===== config.mk =====
export PLATFORM = sky130hd
export DESIGN_NAME = instruction_execute
export DESIGN_NICKNAME = d
export VERILOG_FILES = /design/src/rtl/isa_pkg.sv /design/src/rtl/register_file.sv /design/src/rtl/instruction_execute.sv
export SDC_FILE = /design/constraint.sdc
export NUM_CORES = 2
export LEC_CHECK = 0
export CORE_MARGIN = 3
export CORE_UTILIZATION = 25
export CTS_CLUSTER_DIAMETER = 30
export DETAILED_ROUTE_END_ITERATION = 8
export PLACE_DENSITY = 0.46
export SLEW_MARGIN = 20
export SYNTH_ARGS = -nofsm -noshare
export SYNTH_HDL_FRONTEND = slang
export SYNTH_SLANG_ARGS = --single-unit

===== constraint.sdc =====
create_clock -name clk -period 4.77 [get_ports clk]
set_clock_uncertainty 0.2 [all_clocks]
set_input_delay 1.1925 -clock clk [delete_from_list [all_inputs] [get_ports clk]]
set_output_delay 1.1925 -clock clk [all_outputs]
set_load 0.03 [all_outputs]

===== src/rtl/isa_pkg.sv =====
// Shared ISA definitions: opcode/funct constants, ALU operation set, decode and ALU helpers.
// Later pipeline stages reuse these so that every stage decodes the same way.
package isa_pkg;

  localparam logic [5:0] OPC_RTYPE = 6'h00;
  localparam logic [5:0] OPC_ADDI  = 6'h08;
  localparam logic [5:0] OPC_ANDI  = 6'h0C;

  localparam logic [5:0] FN_SLL = 6'h00;
  localparam logic [5:0] FN_ADD = 6'h20;
  localparam logic [5:0] FN_SUB = 6'h22;
  localparam logic [5:0] FN_AND = 6'h24;
  localparam logic [5:0] FN_OR  = 6'h25;
  localparam logic [5:0] FN_SLT = 6'h2A;

  typedef enum logic [2:0] {
    ALU_NOP,
    ALU_ADD,
    ALU_SUB,
    ALU_AND,
    ALU_OR,
    ALU_SLT,
    ALU_SLL
  } alu_op_e;

  typedef struct packed {
    alu_op_e     op;
    logic [4:0]  dest;
    logic        we;
    logic        use_imm;
    logic [31:0] imm;
  } decode_t;

  function automatic decode_t decode_instr(input logic [31:0] instr);
    decode_t d;
    d.op      = ALU_NOP;
    d.dest    = 5'd0;
    d.we      = 1'b0;
    d.use_imm = 1'b0;
    d.imm     = 32'd0;
    case (instr[31:26])
      OPC_RTYPE: begin
        d.dest = instr[15:11];
        case (instr[5:0])
          FN_ADD:  d.op = ALU_ADD;
          FN_SUB:  d.op = ALU_SUB;
          FN_AND:  d.op = ALU_AND;
          FN_OR:   d.op = ALU_OR;
          FN_SLT:  d.op = ALU_SLT;
          FN_SLL:  d.op = ALU_SLL;
          default: d.op = ALU_NOP;
        endcase
      end
      OPC_ADDI: begin
        d.op      = ALU_ADD;
        d.dest    = instr[20:16];
        d.use_imm = 1'b1;
        d.imm     = {{16{instr[15]}}, instr[15:0]};
      end
      OPC_ANDI: begin
        d.op      = ALU_AND;
        d.dest    = instr[20:16];
        d.use_imm = 1'b1;
        d.imm     = {16'd0, instr[15:0]};
      end
      default: d.op = ALU_NOP;
    endcase
    // Unsupported encodings retire with no destination; r0 targets never count as writes.
    if (d.op == ALU_NOP) d.dest = 5'd0;
    d.we = (d.op != ALU_NOP) && (d.dest != 5'd0);
    return d;
  endfunction

  function automatic logic [31:0] alu_compute(input alu_op_e op, input logic [31:0] a,
                                              input logic [31:0] b, input logic [4:0] shamt);
    logic [31:0] r;
    case (op)
      ALU_ADD: r = a + b;
      ALU_SUB: r = a - b;
      ALU_AND: r = a & b;
      ALU_OR:  r = a | b;
      ALU_SLT: r = {31'd0, ($signed(a) < $signed(b))};
      ALU_SLL: r = b << shamt;
      default: r = 32'd0;
    endcase
    return r;
  endfunction

endpackage


===== src/rtl/register_file.sv =====
// 32x32 register file: two combinational read ports, one synchronous write port,
// synchronous active-low clear. Register 0 always reads zero and ignores writes.
module register_file (
  input  logic        clk,
  input  logic        reset,
  input  logic [4:0]  rd_addr_a,
  output logic [31:0] rd_data_a,
  input  logic [4:0]  rd_addr_b,
  output logic [31:0] rd_data_b,
  input  logic        wr_en,
  input  logic [4:0]  wr_addr,
  input  logic [31:0] wr_data
);
  logic [31:0] mem_reg [32];

  always_ff @(posedge clk) begin
    if (!reset) begin
      for (int i = 0; i < 32; i++) mem_reg[i] <= 32'd0;
    end else if (wr_en && (wr_addr != 5'd0)) begin
      mem_reg[wr_addr] <= wr_data;
    end
  end

  assign rd_data_a = (rd_addr_a == 5'd0) ? 32'd0 : mem_reg[rd_addr_a];
  assign rd_data_b = (rd_addr_b == 5'd0) ? 32'd0 : mem_reg[rd_addr_b];
endmodule


===== src/rtl/instruction_execute.sv =====
// Two-stage decode/execute pipeline: stage 1 decodes and reads operands, stage 2 runs the
// ALU, writes the register file and registers the retirement outputs.
module instruction_execute
  import isa_pkg::*;
#(
  parameter int unsigned FORWARD_EN = 1
) (
  input  logic        clk,
  input  logic        reset,
  input  logic [31:0] Instruction_Code,
  output logic [31:0] ALU_Result,
  output logic [4:0]  Write_Reg,
  output logic        Write_En,
  output logic        Zero
);
  localparam bit FWD = (FORWARD_EN != 32'd0);

  logic [4:0]  rs;
  logic [4:0]  rt;
  logic [4:0]  shamt;
  decode_t     dec;
  logic [31:0] rf_a;
  logic [31:0] rf_b;
  logic [31:0] op_a;
  logic [31:0] op_b;
  logic [31:0] alu_value;

  alu_op_e     s1_op_reg;
  logic [4:0]  s1_dest_reg;
  logic [4:0]  s1_shamt_reg;
  logic        s1_we_reg;
  logic [31:0] s1_a_reg;
  logic [31:0] s1_b_reg;

  assign rs    = Instruction_Code[25:21];
  assign rt    = Instruction_Code[20:16];
  assign shamt = Instruction_Code[10:6];
  assign dec   = decode_instr(Instruction_Code);

  register_file u_register_file (
    .clk       (clk),
    .reset     (reset),
    .rd_addr_a (rs),
    .rd_data_a (rf_a),
    .rd_addr_b (rt),
    .rd_data_b (rf_b),
    .wr_en     (s1_we_reg),
    .wr_addr   (s1_dest_reg),
    .wr_data   (alu_value)
  );

  assign alu_value = alu_compute(s1_op_reg, s1_a_reg, s1_b_reg, s1_shamt_reg);

  // Bypass the instruction one ahead; s1_we_reg is never set for r0, so r0 stays zero.
  always_comb begin
    op_a = rf_a;
    op_b = rf_b;
    if (FWD && s1_we_reg) begin
      if (s1_dest_reg == rs) op_a = alu_value;
      if (s1_dest_reg == rt) op_b = alu_value;
    end
  end

  always_ff @(posedge clk) begin
    if (!reset) begin
      s1_op_reg    <= ALU_NOP;
      s1_dest_reg  <= 5'd0;
      s1_shamt_reg <= 5'd0;
      s1_we_reg    <= 1'b0;
      s1_a_reg     <= 32'd0;
      s1_b_reg     <= 32'd0;
      ALU_Result   <= 32'd0;
      Write_Reg    <= 5'd0;
      Write_En     <= 1'b0;
      Zero         <= 1'b0;
    end else begin
      s1_op_reg    <= dec.op;
      s1_dest_reg  <= dec.dest;
      s1_shamt_reg <= shamt;
      s1_we_reg    <= dec.we;
      s1_a_reg     <= op_a;
      s1_b_reg     <= dec.use_imm ? dec.imm : op_b;
      ALU_Result   <= alu_value;
      Write_Reg    <= s1_dest_reg;
      Write_En     <= s1_we_reg;
      Zero         <= s1_we_reg && (alu_value == 32'd0);
    end
  end
endmodule


# Word level (Yosys, flattened, before mapping)

Memory sizes are Yosys's and may differ from the RTL's.
Cells that the tools add are included.

RAM bits: 1024
ROM bits: 0
Bits in latches: 0
Bits of input ports: 34
Output and inout port bits: 39
Logic and storage cells: 66
Memories: 1
Register bits: 117

Memory list:

| name                    | depth | bits a word | read ports | clocked after Yosys merged registers in | write ports | RTL line            | text |
|---|---|---|---|---|---|---|---|
| u_register_file.mem_reg | 32    | 32          | 2          | 0                                       | 32          | register_file.sv:14 | `logic [31:0] mem_reg [32];` |

Bitwise logic cells: 2
$add $sub $neg: 2
Divide/modulo/power cells: 0
Multipliers: 0
Eq/ne operators: 15
Multiplexer cells: 20
Shift operators: 1
Reduce and logical (&&, ||, !) cells: 14
$lt $le $gt $ge: 1

Operators by type and width:

| operator                                            | number |
|---|---|
| two-way mux 32 bit                                  | 8 |
| case mux 32 bit (6 select lines)                    | 1 |
| case mux 33 bit (2 select lines)                    | 1 |
| adder 32 bit                                        | 1 |
| bitwise AND 32 bit                                  | 1 |
| zero test 32 bit                                    | 1 |
| less-than comparator 32 bit                         | 1 |
| OR 32 bit                                           | 1 |
| OR reduction 32 bit                                 | 1 |
| left shift 32 x 5 -> 32 bit                         | 1 |
| subtractor 32 bit                                   | 1 |
| equality test 6 bit, second input constant          | 5 |
| case mux 3 bit (6 select lines)                     | 1 |
| equality test 6 x 4 -> 1 bit, second input constant | 2 |
| zero test 6 bit                                     | 2 |
| equality test 5 bit                                 | 2 |
| zero test 5 bit                                     | 2 |
| two-way mux 5 bit                                   | 2 |
| case mux 5 bit (2 select lines)                     | 1 |
| nonzero test 5 bit                                  | 2 |
| equality test 3 bit, second input constant          | 3 |
| case mux 3 bit (3 select lines)                     | 1 |
| equality test 3 x 2 -> 1 bit, second input constant | 2 |
| two-way mux 1 bit                                   | 5 |
| other kinds (5)                                     | 7 |

# Logic depth before layout (Yosys ltp)

Word-level depth: 7
Mapped depth: 16
Depth with buffers taken out: 14

# Modules after synthesis

Synthesis repeated with hierarchy kept, for this count alone.

Cells, all modules: 4973
Area total of the unflattened synthesis: 65385.2 um2

By module, submodules not included:

| module              | cells an instance | times used | seq. area each (um2) | area an instance (um2) |
|---|---|---|---|---|
| register_file       | 3509              | 1          | 30749.5              | 54204.5 |
| instruction_execute | 1464              | 1          | 2342.2               | 11180.7 |

# Least setup slack after synthesis

Ideal clock, no wire load.

Path type: input -> register
From: input Instruction_Code[21]
To: register s1_a_reg[21]
Arrival time: 3631 ps
Path buffers: 3
Stages: 7
Setup time: 137 ps
Required time: 4433 ps
Setup slack: 802 ps
Path through: clkbuf_1 -> buf_1 -> buf_1 -> mux4_2 -> mux4_2 -> mux2i_1 -> o22ai_1

Cells in the longest elaborated chain, start to end: 4
Elaborated cells between the ends (all ways): 6
Those cells by class: 1 x eq/ne; 3 x mux; 1 x reduce/logical; 1 x memory

Ends and longest elaborated chain:

| element                                                      | RTL line                  | text |
|---|---|---|
| start, declared                                              | instruction_execute.sv:10 | `input logic [31:0] Instruction_Code,` |
| memory read (32 x 32 bit) or zero test 5 bit (tied branches) | --                        |  |
| two-way mux 32 bit                                           | register_file.sv:24       | `assign rd_data_a = (rd_addr_a == 5'd0) ? 32'd0 : mem_reg[rd_addr_a];` |
| two-way mux 32 bit                                           | instruction_execute.sv:59 | `if (s1_dest_reg == rs) op_a = alu_value;` |
| two-way mux 32 bit *                                         | instruction_execute.sv:58 | `if (FWD && s1_we_reg) begin` |
| end signal, assigned                                         | instruction_execute.sv:81 | `s1_a_reg <= op_a;` |
| end, declared                                                | instruction_execute.sv:32 | `logic [31:0] s1_a_reg;` |

Mark *: on every way between the ends. The rest lies on a longest branch, timed or not.
A chain may end at the register's enable or synchronous reset.

==> impl_metrics.csv <==
group,metric,value,unit
status,status,"finished clean",
setup_path,reg2reg_slack,0.17,ns
setup_path,start_kind,"register",
timing,setup_viol,0,
floorplan,core_area,246600,sq um
floorplan,start_util,0.2522,
floorplan,die_height,504.8,microns
floorplan,dieArea,254800,sq um
job,drv_cap,0,
yosys,synth.avg_cell_area,13.61,sq um
grt,grt_use_met1,0.2522,
min_path,hold_depth,1,
pwr,p_leak,27.27,nW
yosys,synth_compound_area_frac,0.05068,
pwr,power_density,462.6,nW/um^2
setup_path,crit_fanout,34,
timing,worst_pin_slew,1.043,ns
timing,fin_ws,0.1699,ns
grt,track_usage,0.1873,
yosys,synth_area_leaders,"edfxtp_1 (49%), mux4_2 (24%), nor2_1 (7.0%), dfxtp_1 (3.8%), clkbuf_1 (2.0%)",
setup_path,cp_cell_sequence,"inv_1, ha_1, a2111oi_0, o21ai_1, a31oi_2, a21oi_1, nor2_2, o21ai_0, o211ai_1, a21oi_1, a221oi_4, buf_12, nor2_1",
yosys,synth-simple-area-share,0.1021,
timing,rsz0062_at_grt,"no",
grt,grt_pass1_vias,45242,
setup_path,slowest_delay,0.48,ns
yosys,synth-main-ff-cell,"edfxtp_1",
setup_path,worstSetupPathType,"reg2reg",
floorplan,num_io_pins,73,
yosys,yosysTopAreaCell,"edfxtp_1",
drt,viasPerCell,5.282,
cts,post_cts_buffers,0,
cts,numCtsBuffers,315,
place,pre_cts_ws,0.1101,ns
place,place_congestion,0.9239,
setup_path,reg2reg_depth,13,
grt,top_usage_layer,"met2",
final_layout,area_delta_synth_final,27.71,%
yosys,synth_xor_area_frac,0.001831,
drt,vias,44317,
timing,fmax,0.2174,GHz
grt,grt_pass1_wl,345000,microns
final_layout,largest_register_ffs,1024,
cts,cts_root_buf,"clkbuf_16",
cts,clk_pin_slew_worst_paths,0.04,ns
setup_path,worstPathArrival,4.93,ns
drt,detail_route.iter0.violations,5301,
drt,wl,243800,microns
setup_path,endpoint_kind,"register",
yosys,post_synth_num_cell_types,94,
yosys,synthArstFlopShare,0,
timing,fin_crit,4.600,ns
yosys,synth.area.mux_share,0.2576,
setup_path,required,5.10,ns
final_layout,nets,4975,
cts,cts_num_sinks,1141,
cts,clock_path_buffers,4,
place,dp_hpwl,155300,microns
timing,final_max_slew_viol_count,0,
setup_path,slowest_stage,"a2111oi_0",
grt,grt_max_degree,55,
drt,wl_per_cell,29.06,microns
pwr,finalPower,0.03674,W
place,io_buffers,72,
grt,antenna_found_initial,11,
timing,fin_setup_tns,0,ns
drt,drc_errors,0,
cts,cts_tree,"done",
yosys,synth_top_area_frac,0.4944,
min_path,hp-class,"reg2reg",
cts,clk_latency,0.94,ns
drt,drtPass1Iterations,5,
yosys,ys_warn_count,0,
yosys,synth_top_family_by_area,"multiplexers",
floorplan,rows,182,
timing,slew_headroom,0.2870,
floorplan,die_x,504.8,microns
yosys,syn_inst,4569,
final_layout,layout_commonest_cell,"nor2_1",
final_layout,final_cell_mix,"nor2_1 (1160), edfxtp_1 (1024), mux4_2 (664)",
grt,gr-total-overflow,0,
yosys,synth-seq-cells,1141,
grt,gr-usage-met3,0.03935,
setup_path,path_common_cell,"a21oi_1",
yosys,syn_area,62190,sq um
cts,htreeDepth,5,
final_layout,drive_above_1_share,0.3115,
yosys,synth_fa_ha_area_frac,0.02076,
final_layout,fillers,24132,
grt,use_met2,0.3040,
timing,period_share,0.9644,
timing,finalHoldViolations,0,
yosys,synth_edf_count,1024,
yosys,seq_area_frac_synth,0.5321,
pwr,ir_drop,0.0002773,V
drt,ant_nets,0,
synthesized netlist by cell type (9+ instances only):
cell / number
nor2b_1: 12
clkbuf_1: 338
a221o_1: 15
nor3_1: 41
or3_1: 13
a221oi_1: 10
nand4_1: 13
a2111oi_0: 9
mux2i_1: 94
buf_1: 66
edfxtp_1: 1024
o21ai_1: 13
nand2b_1: 18
and3_1: 13
a21o_1: 9
nor3b_1: 14
nor2_1: 1163
a211oi_1: 21
a21oi_1: 90
o21ai_0: 65
inv_1: 102
a31oi_1: 9
a22oi_1: 10
buf_2: 42
o31ai_1: 11
nor4_1: 15
o21bai_1: 11
mux2_2: 9
o22ai_1: 53
nand3_1: 25
o22a_1: 15
mux4_2: 664
o211ai_1: 21
xor2_1: 9
dfxtp_1: 117
o221ai_1: 24
nand2_1: 148
and2_1: 18
ha_1: 100
layer usage:
metal  up-vias  wire (microns)
li1      18215               -
met1     23456          101000
met2      2192          116000
met3       454           20260
met4         0            6574
met5         -               0
kinds of logic (layout without fill, tap and decap cells):
logic type,count (synthesis),after routing
flops,1141,1141
xor+xnor,13,13
compound gates,452,452
other cells,1,34
fa+ha+maj,102,102
simple gates,1534,1534
mux,769,769
buf+inv,557,1033
layout make-up:
type,count,area [sq um],share of cell area
Sequential cell,1141,33090,0.4167
Multi-Input combinational cell,2902,27470,0.3458
Clock buffer,374,8289,0.1044
Tap cell,3312,4144,0.05217
Timing Repair Buffer,373,3949,0.04972
Clock inverter,180,2078,0.02617
Inverter,106,400.4,0.005041
Antenna cell,2,5.005,0.00006301
final timing paths:
kind / endpoint / start
worst max-delay path: u_register_file.mem_reg[20][27] / s1_b_reg[6]
worst min-delay path: Write_Reg[0] / s1_dest_reg[0]
worst max register to register: u_register_file.mem_reg[20][27] / s1_b_reg[6]
worst min register to register: Write_Reg[0] / s1_dest_reg[0]
per-stage QoR:
stage          cell area, sq um  instances  hold WS [ns]  utilization
6_report                  79430       8390        0.5829       0.3221
5_1_grt                   79420       8388        0.5889       0.3220
4_1_cts                   79410       8388        0.5722       0.3220
3_5_place_dp              69040       7834        0.5490       0.2799
3_3_place_gp              69040       7834        0.5520       0.2799
2_1_floorplan             62310       4600        0.3098            -
timing repair:
item,CTS,global route
setup endpoints to repair,0,33
gates resized for setup,0,5
hold buffers,0,0
worst max-delay path, delay by kind of cell, from the launching register on:
family	cells	cell delay, ns
AOI/OAI and AO/OA	8	2.43
DFF	1	0.46
adders and majority gates	1	0.46
buffers and inverters	2	0.36
and+or+nand+nor	2	0.35
power by group:
group	leakage [nW]	switching, W	internal, W	total [W]
registers	11.5	0.000274	0.0113	0.0116
clock network	5.02	0.00622	0.0145	0.0207
logic	10.8	0.00275	0.00171	0.00446
total	27.3	0.00925	0.0275	0.0367
Note: power is estimated with default switching activity, not from simulation.
